### src/rtl/seg_serial_drv.sv
// Serial driver for daisy-chained 7-segment shift registers: decode, shift MSB-first, latch with EN.
// Optional macro SEG_LEADING_ZERO_BLANK_EN blanks leading zero digits (digit 0 is always shown).
`timescale 1ns/1ps
module seg_serial_drv #(
    parameter int NUM_DIGITS     = 8,
    parameter int DIV_LOG2       = 1,
    parameter int REFRESH_CYCLES = 0
) (
    input  logic                    clk,
    input  logic                    clrn,
    input  logic [NUM_DIGITS*4-1:0] num,
    input  logic [NUM_DIGITS-1:0]   dp_mask,
    input  logic [NUM_DIGITS-1:0]   blank_mask,
    input  logic                    update,
    output logic                    busy,
    output logic                    frame_done,
    output logic                    s_clk,
    output logic                    s_clrn,
    output logic                    sout,
    output logic                    EN
);
    localparam int FRAME = NUM_DIGITS * 8;
    localparam int HALF  = 1 << DIV_LOG2;
    localparam int CW    = (DIV_LOG2 > 0) ? DIV_LOG2 : 1;
    localparam int BW    = $clog2(FRAME);
    localparam int RW    = (REFRESH_CYCLES > 1) ? $clog2(REFRESH_CYCLES) : 1;

    localparam logic [CW-1:0] H_LAST = CW'(HALF - 1);
    localparam logic [CW-1:0] H_PRE  = CW'((HALF > 1) ? HALF - 2 : 0);
    localparam logic [BW-1:0] B_LAST = BW'(FRAME - 1);
    localparam logic [RW-1:0] R_LAST = RW'((REFRESH_CYCLES > 0) ? REFRESH_CYCLES - 1 : 0);

    typedef enum logic [1:0] {IDLE, CLR, SHIFT, LATCH} state_t;

    state_t           state;
    logic [CW-1:0]    cnt;
    logic [BW-1:0]    bcnt;
    logic [RW-1:0]    rcnt;
    logic             ph;
    logic             pending;
    logic             refresh_hit;
    logic             start;
    logic [FRAME-1:0] frame_d;
    logic [FRAME-1:0] sreg;

    // Active-low {g,f,e,d,c,b,a}; the dp bit is added by the caller.
    function automatic logic [6:0] hex_seg(input logic [3:0] n);
        case (n)
            4'h0: hex_seg = 7'h40;
            4'h1: hex_seg = 7'h79;
            4'h2: hex_seg = 7'h24;
            4'h3: hex_seg = 7'h30;
            4'h4: hex_seg = 7'h19;
            4'h5: hex_seg = 7'h12;
            4'h6: hex_seg = 7'h02;
            4'h7: hex_seg = 7'h78;
            4'h8: hex_seg = 7'h00;
            4'h9: hex_seg = 7'h10;
            4'hA: hex_seg = 7'h08;
            4'hB: hex_seg = 7'h03;
            4'hC: hex_seg = 7'h46;
            4'hD: hex_seg = 7'h21;
            4'hE: hex_seg = 7'h06;
            default: hex_seg = 7'h0E;
        endcase
    endfunction

    // Digit NUM_DIGITS-1 lands in the top byte so it leaves the shifter first.
    always_comb begin
        logic [3:0] nib;
        logic [7:0] byte_v;
`ifdef SEG_LEADING_ZERO_BLANK_EN
        logic       lead;
        lead = 1'b1;
`endif
        frame_d = '0;
        nib     = '0;
        byte_v  = '0;
        for (int d = NUM_DIGITS - 1; d >= 0; d--) begin
            nib    = num[d*4 +: 4];
            byte_v = {~dp_mask[d], hex_seg(nib)};
            if (blank_mask[d])
                byte_v = 8'hFF;
`ifdef SEG_LEADING_ZERO_BLANK_EN
            if (nib != 4'h0)
                lead = 1'b0;
            if (lead && d != 0)
                byte_v = 8'hFF;
`endif
            frame_d[d*8 +: 8] = byte_v;
        end
    end

    assign refresh_hit = (REFRESH_CYCLES > 0) && (rcnt == R_LAST);
    assign start       = update | pending | refresh_hit;

    always_ff @(posedge clk) begin
        if (!clrn) begin
            state      <= IDLE;
            busy       <= 1'b0;
            frame_done <= 1'b0;
            s_clk      <= 1'b1;
            s_clrn     <= 1'b1;
            sout       <= 1'b0;
            EN         <= 1'b0;
            pending    <= 1'b0;
            rcnt       <= '0;
            cnt        <= '0;
            bcnt       <= '0;
            ph         <= 1'b0;
        end else begin
            frame_done <= 1'b0;
            if (state != IDLE && update)
                pending <= 1'b1;
            case (state)
                IDLE: begin
                    if (start) begin
                        state   <= CLR;
                        busy    <= 1'b1;
                        s_clrn  <= 1'b0;
                        cnt     <= '0;
                        pending <= 1'b0;
                        rcnt    <= '0;
                    end else if (REFRESH_CYCLES > 0) begin
                        rcnt <= rcnt + 1'b1;
                    end
                end
                CLR: begin
                    if (cnt == H_LAST) begin
                        cnt    <= '0;
                        s_clrn <= 1'b1;
                        s_clk  <= 1'b0;
                        sout   <= sreg[FRAME-1];
                        ph     <= 1'b0;
                        bcnt   <= '0;
                        state  <= SHIFT;
                    end else begin
                        cnt <= cnt + 1'b1;
                    end
                end
                SHIFT: begin
                    if (cnt == H_LAST) begin
                        cnt <= '0;
                        if (!ph) begin
                            s_clk <= 1'b1;
                            ph    <= 1'b1;
                        end else if (bcnt == B_LAST) begin
                            // s_clk stays high and sout holds the last bit through the latch
                            state      <= LATCH;
                            EN         <= 1'b1;
                            frame_done <= (HALF == 1);
                        end else begin
                            s_clk <= 1'b0;
                            sout  <= sreg[FRAME-2];
                            ph    <= 1'b0;
                            bcnt  <= bcnt + 1'b1;
                        end
                    end else begin
                        cnt <= cnt + 1'b1;
                    end
                end
                default: begin
                    if (cnt == H_LAST) begin
                        cnt   <= '0;
                        EN    <= 1'b0;
                        busy  <= 1'b0;
                        state <= IDLE;
                    end else begin
                        cnt        <= cnt + 1'b1;
                        frame_done <= (HALF > 1) && (cnt == H_PRE);
                    end
                end
            endcase
        end
    end

    // Frame data register: loaded at frame start, shifted at the end of each high phase.
    always_ff @(posedge clk) begin
        if (state == IDLE && start)
            sreg <= frame_d;
        else if (state == SHIFT && cnt == H_LAST && ph)
            sreg <= {sreg[FRAME-2:0], 1'b0};
    end
endmodule

### config.mk
export PLATFORM = sky130hd
export DESIGN_NAME = seg_serial_drv
export DESIGN_NICKNAME = d
export VERILOG_FILES = /design/src/rtl/seg_serial_drv.sv
export SDC_FILE = /design/constraint.sdc
export NUM_CORES = 1
export LEC_CHECK = 0
export CORE_MARGIN = 2
export CORE_UTILIZATION = 41
export DETAILED_ROUTE_END_ITERATION = 16
export MAX_ROUTING_LAYER = met4
export PLACE_DENSITY = 0.65
export SLEW_MARGIN = 20
export SYNTH_ARGS = -nofsm -noshare
export SYNTH_HDL_FRONTEND = slang
export SYNTH_SLANG_ARGS = --single-unit
export TNS_END_PERCENT = 30
### constraint.sdc
create_clock -name clk -period 11.8 [get_ports clk]
set_input_delay 1.77 -clock clk [delete_from_list [all_inputs] [get_ports clk]]
set_output_delay 1.77 -clock clk [all_outputs]
set_load 0.05 [all_outputs]
==> flow_metrics.py, run 1 <==
metrics = {
    "worst_hold_path": {
        "hold_path.class": "register to register",
        "hp-start": "busy$_SDFFE_PN0P_",
        "whs_endpoint": "busy$_SDFFE_PN0P_",
        "whs_path_depth": 2,
    },
    "die": {
        "die_h_um": 122,
        "core_um2": 13300,
        "row_count": 42,
        "start_util_pct": 42.5,
        "die_area_um2": 14800,
        "die_x_um": 122,
        "io_pins": 57,
    },
    "global_route": {
        "grt_pass1_wl_um": 19100,
        "grt_antenna_before_repair": 0,
        "grt_pass1_vias": 4178,
        "gr-usage-all-layers_pct": 16.2,
        "overflow": 0,
        "grt_max_degree": 131,
    },
    "timing": {
        "fin_setup_tns_ps": 0,
        "final_hold_viol_count": 0,
        "grt_setup_unrepaired": "no",
        "slew_headroom_pct": 45.9,
        "finalSetupViolCount": 0,
        "fmax_mhz": 284,
        "hold_slack_ps": 480,
        "tightest_slew_ps": 811,
        "worst_clock_skew_ps": 7.06,
        "min_period_over_period_pct": 29.8,
        "period_minus_slack_ps": 3520,
        "maxSlewViolCount": 0,
    },
    "job": {
        "maxCapViolCount": 0,
    },
    "setup_path": {
        "critical_path_class": "input port to register",
        "crit_slowest_cell": "buf_4",
        "worstSetupEndpointType": "register",
        "critPathMaxStageDelay_ps": 620,
        "worstPathMaxFanout": 130,
        "rr_startpoint": "state[0]$_SDFFE_PN0P_",
        "reg2reg_slack_ps": 9480,
        "worst-r2r-cell-count": 5,
        "worstPathArrival_ps": 3470,
        "cp-start-kind": "input port",
        "rr_endpoint": "sreg[33]$_DFFE_PP_",
        "crit_chain": "clkdlybuf4s50_1 > o21ai_4 > buf_6 > o21ai_4 > buf_4",
        "cp.required_ps": 11760,
        "critPathMostFrequentCell": "o21ai_4",
    },
    "logic_synthesis": {
        "synth_seq_cells": 81,
        "synth_nets": 738,
        "synth_cell_types": 42,
        "synth_edf_count": 64,
        "ys_seq_area_share_pct": 39.9,
        "syn_avg_cell_area_um2": 9.04,
        "async_flop_share_pct": 0,
        "ys.flop_type": "edfxtp_1",
        "netlist_instances": 627,
        "yosysWarnings": 0,
        "syn_area_um2": 5670,
    },
    "final_layout": {
        "diodes": 0,
        "fin_nets": 767,
        "n_fill_cell": 1279,
        "drive_above_1_share_pct": 6.51,
        "syn_to_final_growth_pct": 16.8,
    },
    "drt": {
        "finalWirelength_um": 11200,
        "first_pass_iters": 5,
        "via_per_inst": 5.24,
        "drtIter0Drc": 311,
        "wl_per_cell_um": 13.3,
        "drc": 0,
        "antenna_left": 0,
        "vias": 4390,
    },
    "clocking": {
        "cts_buffer_depth": 2,
        "ctsResizeCount": 0,
        "hold_buffers": 0,
        "cts_buffers": 9,
        "cts_tree": "built",
        "cts_max_level": 3,
        "cts_setup_buffers": 0,
        "cts-root-buf": "clkbuf_16",
        "path_clk_slew_ps": 60,
        "clkLatencyLatePin_ps": 330,
        "cts.sinks": 81,
    },
    "power_and_ir_drop": {
        "vdd_drop_max_mv": 0.0985,
        "p_leak_uw": 0.00270,
        "power_density_nw_per_um2": 183,
    },
    "place": {
        "gp_congestion": 0.846,
        "portBuffers": 56,
        "dp_hpwl_um": 7960,
    },
    "status": {
        "status": "completed",
    },
}
[sequential cells by signal (all words and copies together), names as in the netlist]
name	flops
sreg	64
bcnt	6
state	2
EN	1
busy	1
cnt	1
frame_done	1
pending	1
ph	1
s_clk	1
s_clrn	1
sout	1
[worst max path at each step]
stage	slack (ps)	cells past startpoint	startpoint	end
after global routing	8120	5	update	sreg[27]$_DFFE_PP_
after global placement	7750	5	update	sreg[21]$_DFFE_PP_
final	8280	5	update	sreg[33]$_DFFE_PP_
after floorplan	5720	5	state[0]$_SDFFE_PN0P_	sreg[0]$_SDFFCE_PN0P_
after detailed placement	7720	5	update	sreg[21]$_DFFE_PP_
after CTS	8060	5	update	sreg[33]$_DFFE_PP_
[area by class of cell]
cell class / count / area (µm²) / area share, %
Sequential cell: 81 / 2260 / 34.2
Multi-Input combinational cell: 463 / 3110 / 46.9
Inverter: 43 / 161 / 2.44
Tap cell: 176 / 220 / 3.33
Timing Repair Buffer: 58 / 579 / 8.75
Clock inverter: 5 / 56.3 / 0.851
Clock buffer: 11 / 233 / 3.52
[where the power goes]
group | leakage, µW | switching (µW) | internal [µW]
clock network | 0.000139 | 109 | 164
registers | 0.000755 | 39.6 | 489
logic | 0.00181 | 264 | 145
[synth_stat cells (3+ instances only)]
cell type | instances | area, µm²
nand2_1 | 107 | 402
o21ai_0 | 76 | 380
edfxtp_1 | 64 | 1920
ha_1 | 60 | 751
inv_1 | 43 | 161
nor2_1 | 43 | 161
clkbuf_1 | 32 | 120
a21oi_1 | 25 | 125
a211oi_1 | 24 | 180
dfxtp_1 | 17 | 340
mux2i_1 | 17 | 170
nand2b_1 | 14 | 87.6
a31oi_1 | 10 | 62.6
nor2b_1 | 10 | 62.6
a31o_2 | 8 | 70.1
buf_2 | 8 | 40.0
mux4_2 | 8 | 180
a221oi_1 | 7 | 61.3
nor3_1 | 7 | 35.0
a311oi_1 | 5 | 43.8
or2_2 | 5 | 31.3
nand3_1 | 4 | 20.0
o21a_1 | 4 | 30.0
a21o_1 | 3 | 22.5
and3_1 | 3 | 18.8
and4_1 | 3 | 26.3
[worst max-delay path, delay by kind of cell]
kind / cells / cell delay [ps]
AOI/OAI and AO/OA: 2 / 180
buffers and inverters: 3 / 1430
[metal layers]
layer  routed length, µm  global-route usage [%]
met5                   0                       -
met3                 353                    3.51
met4                 159                    4.45
met1                5130                    19.8
met2                5530                    27.3
[cells in the final DEF, fill, tap and decap left out, types with 4 or more instances in the layout]
master	synthesis	routed
o21ai_0	76	75
inv_1	43	43
nor2_1	43	43
a31o_2	8	8
a311oi_1	5	5
a31oi_1	10	10
a211oi_1	24	24
clkbuf_16	0	9
nand2_1	107	107
nor3_1	7	7
or2_2	5	5
ha_1	60	60
mux2i_1	17	17
nand3_1	4	4
a221oi_1	7	7
a21oi_1	25	25
o21a_1	4	4
nand2b_1	14	14
dfxtp_1	17	17
edfxtp_1	64	64
mux4_2	8	8
nor2b_1	10	10
clkdlybuf4s50_1	0	56
[cell families after synthesis]
family / count (synthesis) / synth area share [%]
AND/OR/NAND/NOR: 203 / 15.8
AO/OA/AOI/OAI: 175 / 19.2
buffers and inverters: 83 / 5.67
flip-flops: 81 / 39.9
adder cells (fa/ha/maj): 60 / 13.2
multiplexers: 25 / 6.18
[per-stage QoR]
stage	cells	instance area [µm²]	util, %	worst slack (ps)	power [µW]
final	837	6620	49.6	8280	1210
after global routing	837	6620	49.6	8120	1300
after CTS	837	6620	49.6	8060	1220
after detailed placement	821	6330	47.4	7720	945
after global placement	821	6330	47.4	7750	925
after floorplan	627	5670	-	5720	846
(Power assumes the default switching activity.)
==> run 2: changes to the inputs <==
==> constraint.sdc (replaced) <==
create_clock -name clk -period 3.5 [get_ports clk]
set_input_delay 0.525 -clock clk [delete_from_list [all_inputs] [get_ports clk]]
set_output_delay 0.525 -clock clk [all_outputs]
set_load 0.05 [all_outputs]
==> run 2 against run 1 <==
Effect of this change: worst setup slack worse by 7100 ps; register-to-register slack worse by 8300 ps; final area up 0.74%; critical endpoint is now sreg[4]$_DFFE_PP_; clock power rose to 3.6 times the previous value; highest routed layer unchanged; hold slack worse by 0.87 ps.
==> flow_metrics.py, run 2 (synthesis gave the netlist of run 1 again) <==
metrics = {
    "status": {
        "status": "completed",
    },
    "worst_hold_path": {
        "whs_endpoint": "busy$_SDFFE_PN0P_",
        "hp-start": "busy$_SDFFE_PN0P_",
        "whs_path_depth": 2,
        "hold_path.class": "register to register",
    },
    "timing": {
        "final_hold_viol_count": 0,
        "fmax_mhz": 432,
        "min_period_over_period_pct": 66.2,
        "fin_setup_tns_ps": 0,
        "finalSetupViolCount": 0,
        "worst_clock_skew_ps": 8.62,
        "maxSlewViolCount": 0,
        "tightest_slew_ps": 1010,
        "period_minus_slack_ps": 2320,
        "grt_setup_unrepaired": "no",
        "slew_headroom_pct": 32.2,
    },
    "setup_path": {
        "worstPathArrival_ps": 2330,
        "worstSetupEndpointType": "register",
        "reg2reg_slack_ps": 1180,
        "cp.required_ps": 3510,
        "critical_path_class": "register to register",
        "rr_startpoint": "cnt$_SDFFE_PN0P_",
        "worstPathMaxFanout": 31,
        "rr_endpoint": "sreg[4]$_DFFE_PP_",
        "worst-r2r-cell-count": 3,
        "cp-start-kind": "register",
    },
    "global_route": {
        "grt_pass1_vias": 4138,
        "grt_max_degree": 130,
        "grt_pass1_wl_um": 18700,
        "grt_antenna_before_repair": 0,
        "gr-usage-all-layers_pct": 15.9,
        "overflow": 0,
    },
    "final_layout": {
        "largest_registers": "sreg x64, bcnt x6, state x2",
        "stdcell_count": 839,
        "fin_util_pct": 50.0,
        "diodes": 0,
        "final_cell_mix": "nand2_1 (107), o21ai_0 (75), edfxtp_1 (64)",
        "regMostFlops": "sreg",
        "fin_nets": 769,
        "drive_above_1_share_pct": 7.09,
        "largest_reg_flops": 64,
        "final_common_cell": "nand2_1",
        "syn_to_final_growth_pct": 17.6,
        "final-seq-area_um2": 2260,
        "multi_input_area_um2": 3110,
        "n_fill_cell": 1268,
    },
    "place": {
        "gp_congestion": 0.916,
        "portBuffers": 56,
        "dp_hpwl_um": 8050,
        "place_inst": 823,
    },
    "drt": {
        "drc": 0,
        "wl_per_cell_um": 13.3,
        "finalWirelength_um": 11200,
        "drtIter0Drc": 313,
        "antenna_left": 0,
        "first_pass_iters": 4,
        "via_per_inst": 5.30,
        "vias": 4449,
    },
    "power_and_ir_drop": {
        "vdd_drop_max_mv": 0.298,
        "finalPower_uw": 4180,
        "power_density_nw_per_um2": 626,
        "p_leak_uw": 0.00273,
    },
    "die": {
        "row_count": 42,
        "io_pins": 57,
        "die_x_um": 122,
        "die_area_um2": 14800,
        "start_util_pct": 42.5,
        "die_h_um": 122,
        "core_um2": 13300,
    },
    "job": {
        "maxCapViolCount": 0,
    },
    "clocking": {
        "cts.sinks": 81,
        "cts-root-buf": "clkbuf_16",
        "ctsResizeCount": 0,
        "cts_tree": "built",
        "cts_buffer_depth": 2,
        "cts_setup_buffers": 0,
        "hold_buffers": 0,
        "path_clk_slew_ps": 60,
        "cts_buffers": 9,
        "clkLatencyLatePin_ps": 340,
        "cts_max_level": 3,
    },
}
run 2: worst max path at each step:
stage | start | to | slack (ps)
6_report | cnt$_SDFFE_PN0P_ | sreg[4]$_DFFE_PP_ | 1180
3_5_place_dp | num[16] | sreg[35]$_DFFE_PP_ | 960
5_1_grt | state[0]$_SDFFE_PN0P_ | sreg[4]$_DFFE_PP_ | 990
2_1_floorplan | state[0]$_SDFFE_PN0P_ | sreg[0]$_SDFFCE_PN0P_ | 360
3_3_place_gp | num[24] | sreg[51]$_DFFE_PP_ | 1060
4_1_cts | state[0]$_SDFFE_PN0P_ | sreg[4]$_DFFE_PP_ | 1130
run 2: area by class of cell:
cell class | count | share of cell area (%)
timing repair buffer | 60 | 9.04
inverter | 43 | 2.42
clock inverter | 6 | 0.957
tap | 176 | 3.30
clock buffer | 10 | 3.75
multi-input combinational | 463 | 46.6
sequential | 81 | 33.9
run 2: stage by stage:
step / area, µm² / hold WS [ps] / worst slack, ps
2_1_floorplan: 5670 / 451 / 364
3_3_place_gp: 6350 / 463 / 1060
3_5_place_dp: 6350 / 478 / 962
4_1_cts: 6670 / 486 / 1130
5_1_grt: 6670 / 505 / 986
6_report: 6670 / 479 / 1180
run 2: worst max-delay path, stage by stage (launching register included):
cell	delay [ps]
dfxtp_1	520
nand2_1	180
o21ai_4	810
buf_4	460
run 2: per-layer routing:
| layer | GRT usage (%) | up-vias | share of wire, % |
|---|---|---|---|
| li1 | - | 2285 | - |
| met1 | 20.2 | 2086 | 48 |
| met2 | 25.8 | 67 | 48 |
| met3 | 3.32 | 11 | 3.3 |
| met4 | 4.38 | 0 | 1.1 |
| met5 | - | - | 0 |
run 2: power breakdown:
part	internal (µW)	switching (µW)
Clock	596	384
Sequential	1640	131
Combinational	509	914
Total	2750	1430
==> run 3: changes to the inputs <==
--- a/config.mk
+++ b/config.mk
@@ -9,7 +9,7 @@
 export CORE_UTILIZATION = 41
 export DETAILED_ROUTE_END_ITERATION = 16
 export MAX_ROUTING_LAYER = met4
-export PLACE_DENSITY = 0.65
+export PLACE_DENSITY = 0.67
 export SLEW_MARGIN = 20
 export SYNTH_ARGS = -nofsm -noshare
 export SYNTH_HDL_FRONTEND = slang
==> constraint.sdc (replaced) <==
create_clock -name clk -period 2.1 [get_ports clk]
set_input_delay 0.315 -clock clk [delete_from_list [all_inputs] [get_ports clk]]
set_output_delay 0.315 -clock clk [all_outputs]
set_load 0.05 [all_outputs]
==> run 3 against run 2 <==
Effect of this change: clock power is 68% higher; sequential power is 67% higher; flip-flop and latch count stayed put; worst setup slack worse by 930 ps; combinational power is 81% higher; first-iteration DRC count is 28% higher; largest power group unchanged; total power is 72% higher; count of clock-buffer cells in the layout stayed put.
==> flow_metrics.py, run 3 (synthesis gave the netlist of run 1 again) <==
metrics = {
    "setup_path": {
        "critPathTopFamily": "buffers and inverters",
        "cp-start-kind": "register",
        "crit_chain": "clkdlybuf4s50_1",
        "path_buf_inv": 1,
        "worstPathArrival_ps": 1530,
        "cp.required_ps": 1780,
        "worstSetupEndpointType": "primary output",
        "crit_slowest_cell": "clkdlybuf4s50_1",
        "worstPathMaxFanout": 3,
        "critical_path_class": "register to primary output",
        "critPathMaxStageDelay_ps": 820,
    },
    "die": {
        "io_pins": 57,
        "die_h_um": 122,
        "core_um2": 13300,
        "start_util_pct": 42.5,
        "row_count": 42,
        "die_area_um2": 14800,
        "die_x_um": 122,
    },
    "drt": {
        "vias": 4641,
        "via_per_inst": 5.25,
        "antenna_left": 0,
        "drtIter0Drc": 400,
        "first_pass_iters": 5,
        "finalWirelength_um": 11700,
        "drc": 0,
        "wl_per_cell_um": 13.2,
    },
    "global_route": {
        "gr-usage-all-layers_pct": 17.0,
        "overflow": 0,
        "grt_pass1_wl_um": 19900,
        "grt_max_degree": 58,
        "grt_pass1_vias": 4464,
        "grt_antenna_before_repair": 0,
    },
    "worst_hold_path": {
        "hold_path.class": "register to register",
    },
    "power_and_ir_drop": {
        "swShare_pct": 33.4,
        "clock_power_share_pct": 23.0,
        "power_density_nw_per_um2": 1020,
        "p_leak_uw": 0.00297,
        "power.switching_uw": 2400,
        "vdd_drop_max_mv": 0.532,
        "intPower_uw": 4790,
        "p_seq_share_pct": 41.2,
        "p_comb_share_pct": 35.7,
    },
    "clocking": {
        "cts_setup_buffers": 0,
        "cts_tree": "built",
        "cts_buffers": 9,
        "cts-root-buf": "clkbuf_16",
        "cts_max_level": 3,
        "cts.sinks": 81,
        "clkLatencyLatePin_ps": 340,
        "hold_buffers": 0,
        "ctsResizeCount": 0,
        "cts_buffer_depth": 2,
        "path_clk_slew_ps": 60,
    },
    "status": {
        "status": "completed",
    },
    "job": {
        "maxCapViolCount": 0,
    },
    "final_layout": {
        "final-seq-area_um2": 2260,
        "multi_input_area_um2": 3130,
        "diodes": 0,
        "largest_reg_flops": 64,
        "syn_to_final_growth_pct": 24.6,
        "regMostFlops": "sreg",
        "largest_registers": "sreg x64, bcnt x6, state x2",
        "final_cell_mix": "nand2_1 (106), o21ai_0 (75), edfxtp_1 (64)",
        "drive_above_1_share_pct": 13.3,
        "n_fill_cell": 1252,
        "final_common_cell": "nand2_1",
        "fin_nets": 814,
    },
    "timing": {
        "fin_setup_tns_ps": 0,
        "hold_slack_ps": 469,
        "grt_setup_unrepaired": "no",
        "final_hold_viol_count": 0,
        "fmax_mhz": 542,
        "finalSetupViolCount": 0,
        "worst_clock_skew_ps": 8.12,
        "min_period_over_period_pct": 87.9,
        "tightest_slew_ps": 519,
        "slew_headroom_pct": 65.2,
        "period_minus_slack_ps": 1850,
        "maxSlewViolCount": 0,
    },
    "place": {
        "portBuffers": 56,
        "gp_congestion": 0.899,
        "dp_hpwl_um": 8880,
    },
}
[run 3: worst paths after layout]
check                           cells past startpoint                   end                   from  slack, ps
worst max-delay path                                1                s_clrn    s_clrn$_SDFFE_PN1P_        250
worst min-delay path                                2     busy$_SDFFE_PN0P_      busy$_SDFFE_PN0P_        470
worst max register to register                      6  bcnt[0]$_SDFFE_PN0P_  state[1]$_SDFFE_PN0P_        260
worst min register to register                      2     busy$_SDFFE_PN0P_      busy$_SDFFE_PN0P_        470
[run 3: layout make-up]
| class | count | share of cell area (%) |
|---|---|---|
| Multi-Input combinational cell | 463 | 44.3 |
| Sequential cell | 81 | 32.0 |
| Timing Repair Buffer | 105 | 13.9 |
| Clock buffer | 10 | 3.24 |
| Tap cell | 176 | 3.12 |
| Inverter | 43 | 2.29 |
| Clock inverter | 6 | 1.17 |
[run 3: power by group through the flow]
stage	clock (µW)	sequential (µW)	combinational [µW]
2_1_floorplan	0	3040	1690
3_3_place_gp	0	2970	2520
3_5_place_dp	0	2990	2610
4_1_cts	1690	2970	2610
5_1_grt	1760	3040	2910
6_report	1650	2960	2570
[run 3: metal layers]
layer | track usage, % | share of wire, % | up-vias
li1 | - | - | 2376
met1 | 20.0 | 45 | 2177
met2 | 29.1 | 50 | 75
met3 | 4.31 | 3.4 | 13
met4 | 4.74 | 1.2 | 0
met5 | - | 0 | -
[run 3: stage by stage]
stage / worst slack [ps] / util [%] / std cells / power (µW) / instance area, µm²
final: 254 / 52.9 / 884 / 7190 / 7060
after global routing: 164 / 52.9 / 884 / 7710 / 7060
after CTS: 237 / 52.9 / 884 / 7270 / 7060
after detailed placement: -37.0 / 50.6 / 868 / 5610 / 6750
after global placement: 0.722 / 50.6 / 868 / 5490 / 6750
after floorplan: -160 / - / 627 / 4730 / 5710
